===== src/rtl/imem_loader_pkg.sv =====
// Shared types and constants for the boot-time instruction-memory loader.
package imem_loader_pkg;
  typedef enum logic [2:0] {
    S_SYNC, S_LEN_HI, S_LEN_LO, S_DATA, S_CSUM, S_DONE, S_ERR
  } state_e;

  localparam logic [7:0] DEF_SYNC_BYTE = 8'hA5;
  localparam int         LEN_W         = 16;
endpackage


===== src/rtl/byte_packer.sv =====
// Big-endian byte-to-word assembler; emits a registered one-cycle word_valid
// and holds the completed word until the next one is finished.
module byte_packer #(
  parameter int W = 32
) (
  input  logic         clk,
  input  logic         rst,
  input  logic         clr,
  input  logic         shift,
  input  logic [7:0]   byte_in,
  output logic [1:0]   byte_cnt,
  output logic [W-1:0] word,
  output logic         word_valid
);
  logic [W-9:0] sr_q, sr_d;
  logic [1:0]   cnt_q, cnt_d;
  logic [W-1:0] word_q, word_d;
  logic         vld_q, vld_d;

  always_comb begin
    sr_d   = sr_q;
    cnt_d  = cnt_q;
    word_d = word_q;
    vld_d  = 1'b0;
    if (clr) begin
      sr_d  = '0;
      cnt_d = '0;
    end else if (shift) begin
      sr_d  = {sr_q[W-17:0], byte_in};
      cnt_d = cnt_q + 2'd1;
      // Separate output register so the word stays stable while the next one fills.
      if (cnt_q == 2'd3) begin
        word_d = {sr_q, byte_in};
        vld_d  = 1'b1;
      end
    end
  end

  always_ff @(posedge clk or posedge rst) begin
    if (rst) begin
      sr_q   <= '0;
      cnt_q  <= '0;
      word_q <= '0;
      vld_q  <= 1'b0;
    end else begin
      sr_q   <= sr_d;
      cnt_q  <= cnt_d;
      word_q <= word_d;
      vld_q  <= vld_d;
    end
  end

  assign byte_cnt   = cnt_q;
  assign word       = word_q;
  assign word_valid = vld_q;
endmodule


===== src/rtl/imem_loader.sv =====
// Framed, checksummed byte-stream loader for instruction memory; holds the CPU
// in reset until a frame has been written and its checksum verified.
module imem_loader
  import imem_loader_pkg::*;
#(
  parameter int               ADDR_W    = 10,
  parameter int               INSTR_W   = 32,
  parameter logic [ADDR_W-1:0] BASE_ADDR = 'h200,
  parameter logic [7:0]       SYNC_BYTE = DEF_SYNC_BYTE
) (
  input  logic               clk,
  input  logic               reset,
  input  logic               start,
  input  logic               in_valid,
  input  logic [7:0]         in_data,
  output logic               in_ready,
  output logic               imem_we,
  output logic [ADDR_W-1:0]  imem_addr,
  output logic [INSTR_W-1:0] imem_wdata,
  output logic               cpu_hold,
  output logic               done,
  output logic               error
);
  // Largest word count that fits between BASE_ADDR and the top of memory.
  localparam logic [LEN_W:0] MAX_WORDS = (LEN_W+1)'((1 << ADDR_W) - int'(BASE_ADDR));

  state_e            state_q, state_d;
  logic [LEN_W-1:0]  len_q, len_d, wcnt_q, wcnt_d, wcnt_inc, len_n;
  logic [7:0]        csum_q, csum_d;
  logic [ADDR_W-1:0] addr_q, addr_d;
  logic              done_q, done_d, error_q, error_d, hold_q, hold_d;
  logic              rdy_st, accept, pk_clr, pk_shift;
  logic [1:0]        byte_cnt;

  assign rdy_st   = (state_q != S_DONE) && (state_q != S_ERR);
  assign in_ready = rdy_st & ~start & ~reset;
  assign accept   = in_valid & in_ready;
  assign len_n    = {len_q[LEN_W-1:8], in_data};
  assign wcnt_inc = wcnt_q + LEN_W'(1);
  assign pk_shift = accept && (state_q == S_DATA);
  assign pk_clr   = start || (accept && (state_q == S_SYNC) && (in_data == SYNC_BYTE));

  always_comb begin
    state_d = state_q;
    len_d   = len_q;
    wcnt_d  = wcnt_q;
    csum_d  = csum_q;
    addr_d  = addr_q;
    done_d  = done_q;
    error_d = error_q;
    hold_d  = hold_q;
    if (start) begin
      state_d = S_SYNC;
      done_d  = 1'b0;
      error_d = 1'b0;
      hold_d  = 1'b1;
    end else if (accept) begin
      case (state_q)
        S_SYNC: if (in_data == SYNC_BYTE) begin
          state_d = S_LEN_HI;
          csum_d  = '0;
          wcnt_d  = '0;
        end
        S_LEN_HI: begin
          len_d[LEN_W-1:8] = in_data;
          csum_d  = csum_q ^ in_data;
          state_d = S_LEN_LO;
        end
        S_LEN_LO: begin
          len_d  = len_n;
          csum_d = csum_q ^ in_data;
          if ({1'b0, len_n} > MAX_WORDS) begin
            state_d = S_ERR;
            error_d = 1'b1;
          end else if (len_n == '0) state_d = S_CSUM;
          else                      state_d = S_DATA;
        end
        S_DATA: begin
          csum_d = csum_q ^ in_data;
          if (byte_cnt == 2'd3) begin
            addr_d = BASE_ADDR + wcnt_q[ADDR_W-1:0];
            wcnt_d = wcnt_inc;
            if (wcnt_inc == len_q) state_d = S_CSUM;
          end
        end
        S_CSUM: if (in_data == csum_q) begin
          state_d = S_DONE;
          done_d  = 1'b1;
          hold_d  = 1'b0;
        end else begin
          state_d = S_ERR;
          error_d = 1'b1;
        end
        default: ;
      endcase
    end
  end

  always_ff @(posedge clk or posedge reset) begin
    if (reset) begin
      state_q <= S_SYNC;
      len_q   <= '0;
      wcnt_q  <= '0;
      csum_q  <= '0;
      addr_q  <= BASE_ADDR;
      done_q  <= 1'b0;
      error_q <= 1'b0;
      hold_q  <= 1'b1;
    end else begin
      state_q <= state_d;
      len_q   <= len_d;
      wcnt_q  <= wcnt_d;
      csum_q  <= csum_d;
      addr_q  <= addr_d;
      done_q  <= done_d;
      error_q <= error_d;
      hold_q  <= hold_d;
    end
  end

  byte_packer #(.W(INSTR_W)) u_packer (
    .clk       (clk),
    .rst       (reset),
    .clr       (pk_clr),
    .shift     (pk_shift),
    .byte_in   (in_data),
    .byte_cnt  (byte_cnt),
    .word      (imem_wdata),
    .word_valid(imem_we)
  );

  assign imem_addr = addr_q;
  assign cpu_hold  = hold_q;
  assign done      = done_q;
  assign error     = error_q;
endmodule

===== config.mk =====
export PLATFORM = sky130hd
export DESIGN_NAME = imem_loader
export DESIGN_NICKNAME = d
export VERILOG_FILES = /design/src/rtl/imem_loader_pkg.sv /design/src/rtl/byte_packer.sv /design/src/rtl/imem_loader.sv
export SDC_FILE = /design/constraint.sdc
export NUM_CORES = 1
export LEC_CHECK = 0
export CELL_PAD_IN_SITES_DETAIL_PLACEMENT = 0
export CELL_PAD_IN_SITES_GLOBAL_PLACEMENT = 2
export CORE_ASPECT_RATIO = 1.4
export CORE_MARGIN = 1
export CORE_UTILIZATION = 43
export CTS_BUF_LIST = sky130_fd_sc_hd__clkbuf_2 sky130_fd_sc_hd__clkbuf_4 sky130_fd_sc_hd__clkbuf_8
export CTS_CLUSTER_DIAMETER = 40
export DETAILED_ROUTE_END_ITERATION = 8
export GPL_TIMING_DRIVEN = 0
export MAX_ROUTING_LAYER = met4
export PLACE_DENSITY = 0.89
export REMOVE_ABC_BUFFERS = 1
export SETUP_SLACK_MARGIN = 0.1
export SYNTH_ARGS = -nofsm -noshare
export SYNTH_HDL_FRONTEND = slang
export SYNTH_HIERARCHICAL = 1
export SYNTH_SLANG_ARGS = --single-unit

===== constraint.sdc =====
create_clock -name clk -period 4.9 [get_ports clk]
set_input_delay 0.98 -clock clk [delete_from_list [all_inputs] [get_ports clk]]
set_output_delay 0.98 -clock clk [all_outputs]
set_load 0.05 [all_outputs]

==> impl_metrics.csv <==
group,metric,value,unit
cts,cts_buffers,17,
sta,period_needed,4.16,ns
critical_path,critPathBufInv,1,
critical_path,path_cells,"clkdlybuf4s50_1, or3b_4, nor2_2, and3_2, nand3b_4, mux2_4",
grt,overflow,0,
critical_path,crit_arrival,4.46,ns
cts,cts_root_buf,"clkbuf_8",
sta,finClkSkew,0.00985,ns
place,placed_cell_area,6340,µm²
sta,max_freq,241,MHz
grt,grt_use_met3,3.74,%
sta,worst_pin_slew,0.964,ns
sta,worst_slack,0.744,ns
critical_path,slowest_stage,"and3_2",
critical_path,end_kind,"register",
logic_synthesis,synthesis.area,5700,µm²
place,numPortBuffers,58,
grt,grt_max_degree,45,
logic_synthesis,synthFlopType,"dfrtp_1",
logic_synthesis,synth_top_area_cell,"dfrtp_1",
critical_path,path_delay_family,"simple AND/OR/NAND/NOR gates",
detailed_routing,ant_nets,0,
floorplanning,num_io_pins,59,
cts,clock_latency,0.42,ns
sta,grt_setup_unrepaired,"no",
logic_synthesis,syn_inst,495,
detailed_routing,drt-initial-drc-count,184,
sta,relSlewSlack,35.2,%
place,place_ws,0.319,ns
detailed_routing,num_vias,4034,
critical_path,worstPathRequired,5.20,ns
grt,antenna_found_initial,0,
layout,mostFrequentLayoutCells,"dfrtp_1, clkdlybuf4s50_1, nor2_1",
layout,final_nets,559,
cts,ctsResizeCount,0,
power_and_ir_drop,leakage,2.97,nW
critical_path,critPathMaxFanout,33,
cts,cts_tree,"done",
cts,clk_path_buf_depth,2,
critical_path,critical-path-max-stage-delay,0.86,ns
cts,cts_max_level,4,
logic_synthesis,synth_area_per_cell,11.5,µm²
detailed_routing,routed_wl,12600,µm
min_path,hold_class,"reg -> reg",
logic_synthesis,ys_warn_count,6,
grt,grt_pass1_wl,21400,µm
run,maxCapViolations,0,
logic_synthesis,ys_ff_latch,115,
floorplanning,initial_utilization,44.3,%
place,dp_cells,679,
grt,grt_usage,20.3,%
logic_synthesis,synth_edf_count,0,
layout,instances_no_fill,711,
sta,slew_violations,0,
floorplanning,design.die.area,13700,µm²
cts,hold_buffers,0,
critical_path,crit_type,"in -> reg",
grt,met2_usage,33.6,%
grt,busiest_layer,"met2",
sta,period_share,84.8,%
critical_path,rr_worst_depth,4,
logic_synthesis,synth_area_leaders,"dfrtp_1, mux2_4, mux2_2",
floorplanning,rows,49,
cts,path_clk_slew,0.07,ns
sta,setup_viol,0,
logic_synthesis,netlist.area_leader.share,49.6,%
detailed_routing,vias_per_cell,5.67,
logic_synthesis,ys_types,60,
critical_path,worstSetupPathDepth,6,
layout,design_area,6740,µm²
run_status,status,"finished clean",
power_and_ir_drop,powerDensity,362,nW/µm²
logic_synthesis,async_reset_ff_share,100,%
grt,grt_pass1_vias,4160,
layout,areaGrowthSynthToFinish,18.2,%
power_and_ir_drop,vdd_drop_max,0.253,mV
grt,use_met1,24.9,%
floorplanning,core-area,12900,µm²
place,dp_hpwl,8390,µm
logic_synthesis,yosysSeqAreaShare,50.5,%
floorplanning,die-width,99.3,µm
cts,clkSinkCount,115,
place,gp_congestion,0.830,
cts,postCtsSetupBuffers,0,
critical_path,cp-start-kind,"primary input",
layout,drive_gt1_share,19.0,%
min_path,hold_depth,2,
detailed_routing,routedWlPerCell,17.7,µm
detailed_routing,drc,0,
floorplanning,die_h,138,µm
layout,final_common_cell,"dfrtp_1",
detailed_routing,firstDrtPassIters,4,
layout,antenna_cells,0,
sta,finalHoldViolCount,0,
==> cell families after synthesis <==
group | count (synthesis) | share of synthesized area (%)
AO/OA/AOI/OAI | 98 | 11.1
XOR/XNOR | 28 | 4.30
adder cells (fa/ha/maj) | 2 | 0.439
buffers and inverters | 35 | 3.45
flip-flops | 115 | 50.5
multiplexers | 83 | 17.8
AND/OR/NAND/NOR | 134 | 12.4
==> synth_stat cells (all sizes together) (3+ instances only) <==
| cell type | n |
|---|---|
| o31ai | 6 |
| nand2 | 26 |
| a211oi | 3 |
| o41ai | 3 |
| a31oi | 5 |
| nand3b | 8 |
| nor3 | 4 |
| o21ai | 46 |
| mux2 | 58 |
| buf | 20 |
| or4 | 4 |
| a21oi | 11 |
| xor2 | 13 |
| nor4 | 7 |
| nor2 | 47 |
| and3 | 6 |
| mux2i | 25 |
| o21a | 3 |
| nand4 | 9 |
| xnor2 | 15 |
| inv | 6 |
| or3b | 3 |
| dfrtp | 113 |
| nand3 | 10 |
| clkbuf | 9 |
==> stage by stage <==
step	TNS [ns]	util (%)	hold slack (ns)	power, mW
after floorplan	0	-	0.470	1.45
final	0	52.3	0.481	2.44
after CTS	0	52.3	0.485	2.47
after detailed placement	0	49.2	0.474	1.57
after global placement	-14.79	48.9	0.468	1.55
after global routing	0	52.3	0.499	2.56
==> per-layer routing <==
layer	wire [µm]	vias to the layer above	share of wire, %
met5	0	-	0
met4	205	0	1.6
met3	276	19	2.2
met2	6540	84	52
met1	5530	2036	44
li1	-	1895	-
==> worst register-to-register path, delay by kind of cell (launching register included) <==
kind / cells / cell delay, ns
AND/OR/NAND/NOR: 3 / 1.89
multiplexers: 1 / 0.55
flip-flops: 1 / 0.54
==> power breakdown <==
group | total [mW] | leakage [nW] | internal, mW | switching [mW]
Combinational | 0.380 | 1.21 | 0.195 | 0.185
Sequential | 1.17 | 1.57 | 1.05 | 0.123
Clock | 0.883 | 0.188 | 0.470 | 0.413
Total | 2.44 | 2.97 | 1.72 | 0.720
==> worst paths after layout <==
path / startpoint / to / slack [ns]
setup / recovery: start / u_packer/word[11] / 0.74
setup reg to reg: state_q[2] / u_packer/word[11] / 1.81
max in group asynchronous: reset / wcnt_q[1] / 3.36
min in group asynchronous: reset / u_packer/word[16] / 0.95
hold / removal: imem_addr[9] / imem_addr[9] / 0.48
hold reg to reg: imem_addr[9] / imem_addr[9] / 0.48
==> registers in the layout, summed over array words and instances, names as in the netlist <==
signal and cells:
imem_addr 10, state_q 3, u_packer/word_valid 1, u_packer/sr_q 24, u_packer/byte_cnt 2, done 1
u_packer/word 32, len_q 16, csum_q 8, error 1, wcnt_q 16, cpu_hold 1
==> area by class of cell <==
| type | instances | area [µm²] |
|---|---|---|
| well taps | 153 | 191 |
| clock buffers | 18 | 248 |
| repair buffers | 60 | 621 |
| flip-flops and latches | 115 | 2880 |
| clock inverters | 14 | 151 |
| fillers | 1154 | 6140 |
| multi-input cells | 345 | 2620 |
| inverters | 6 | 22.5 |
Power figures use the tool's default switching activity.
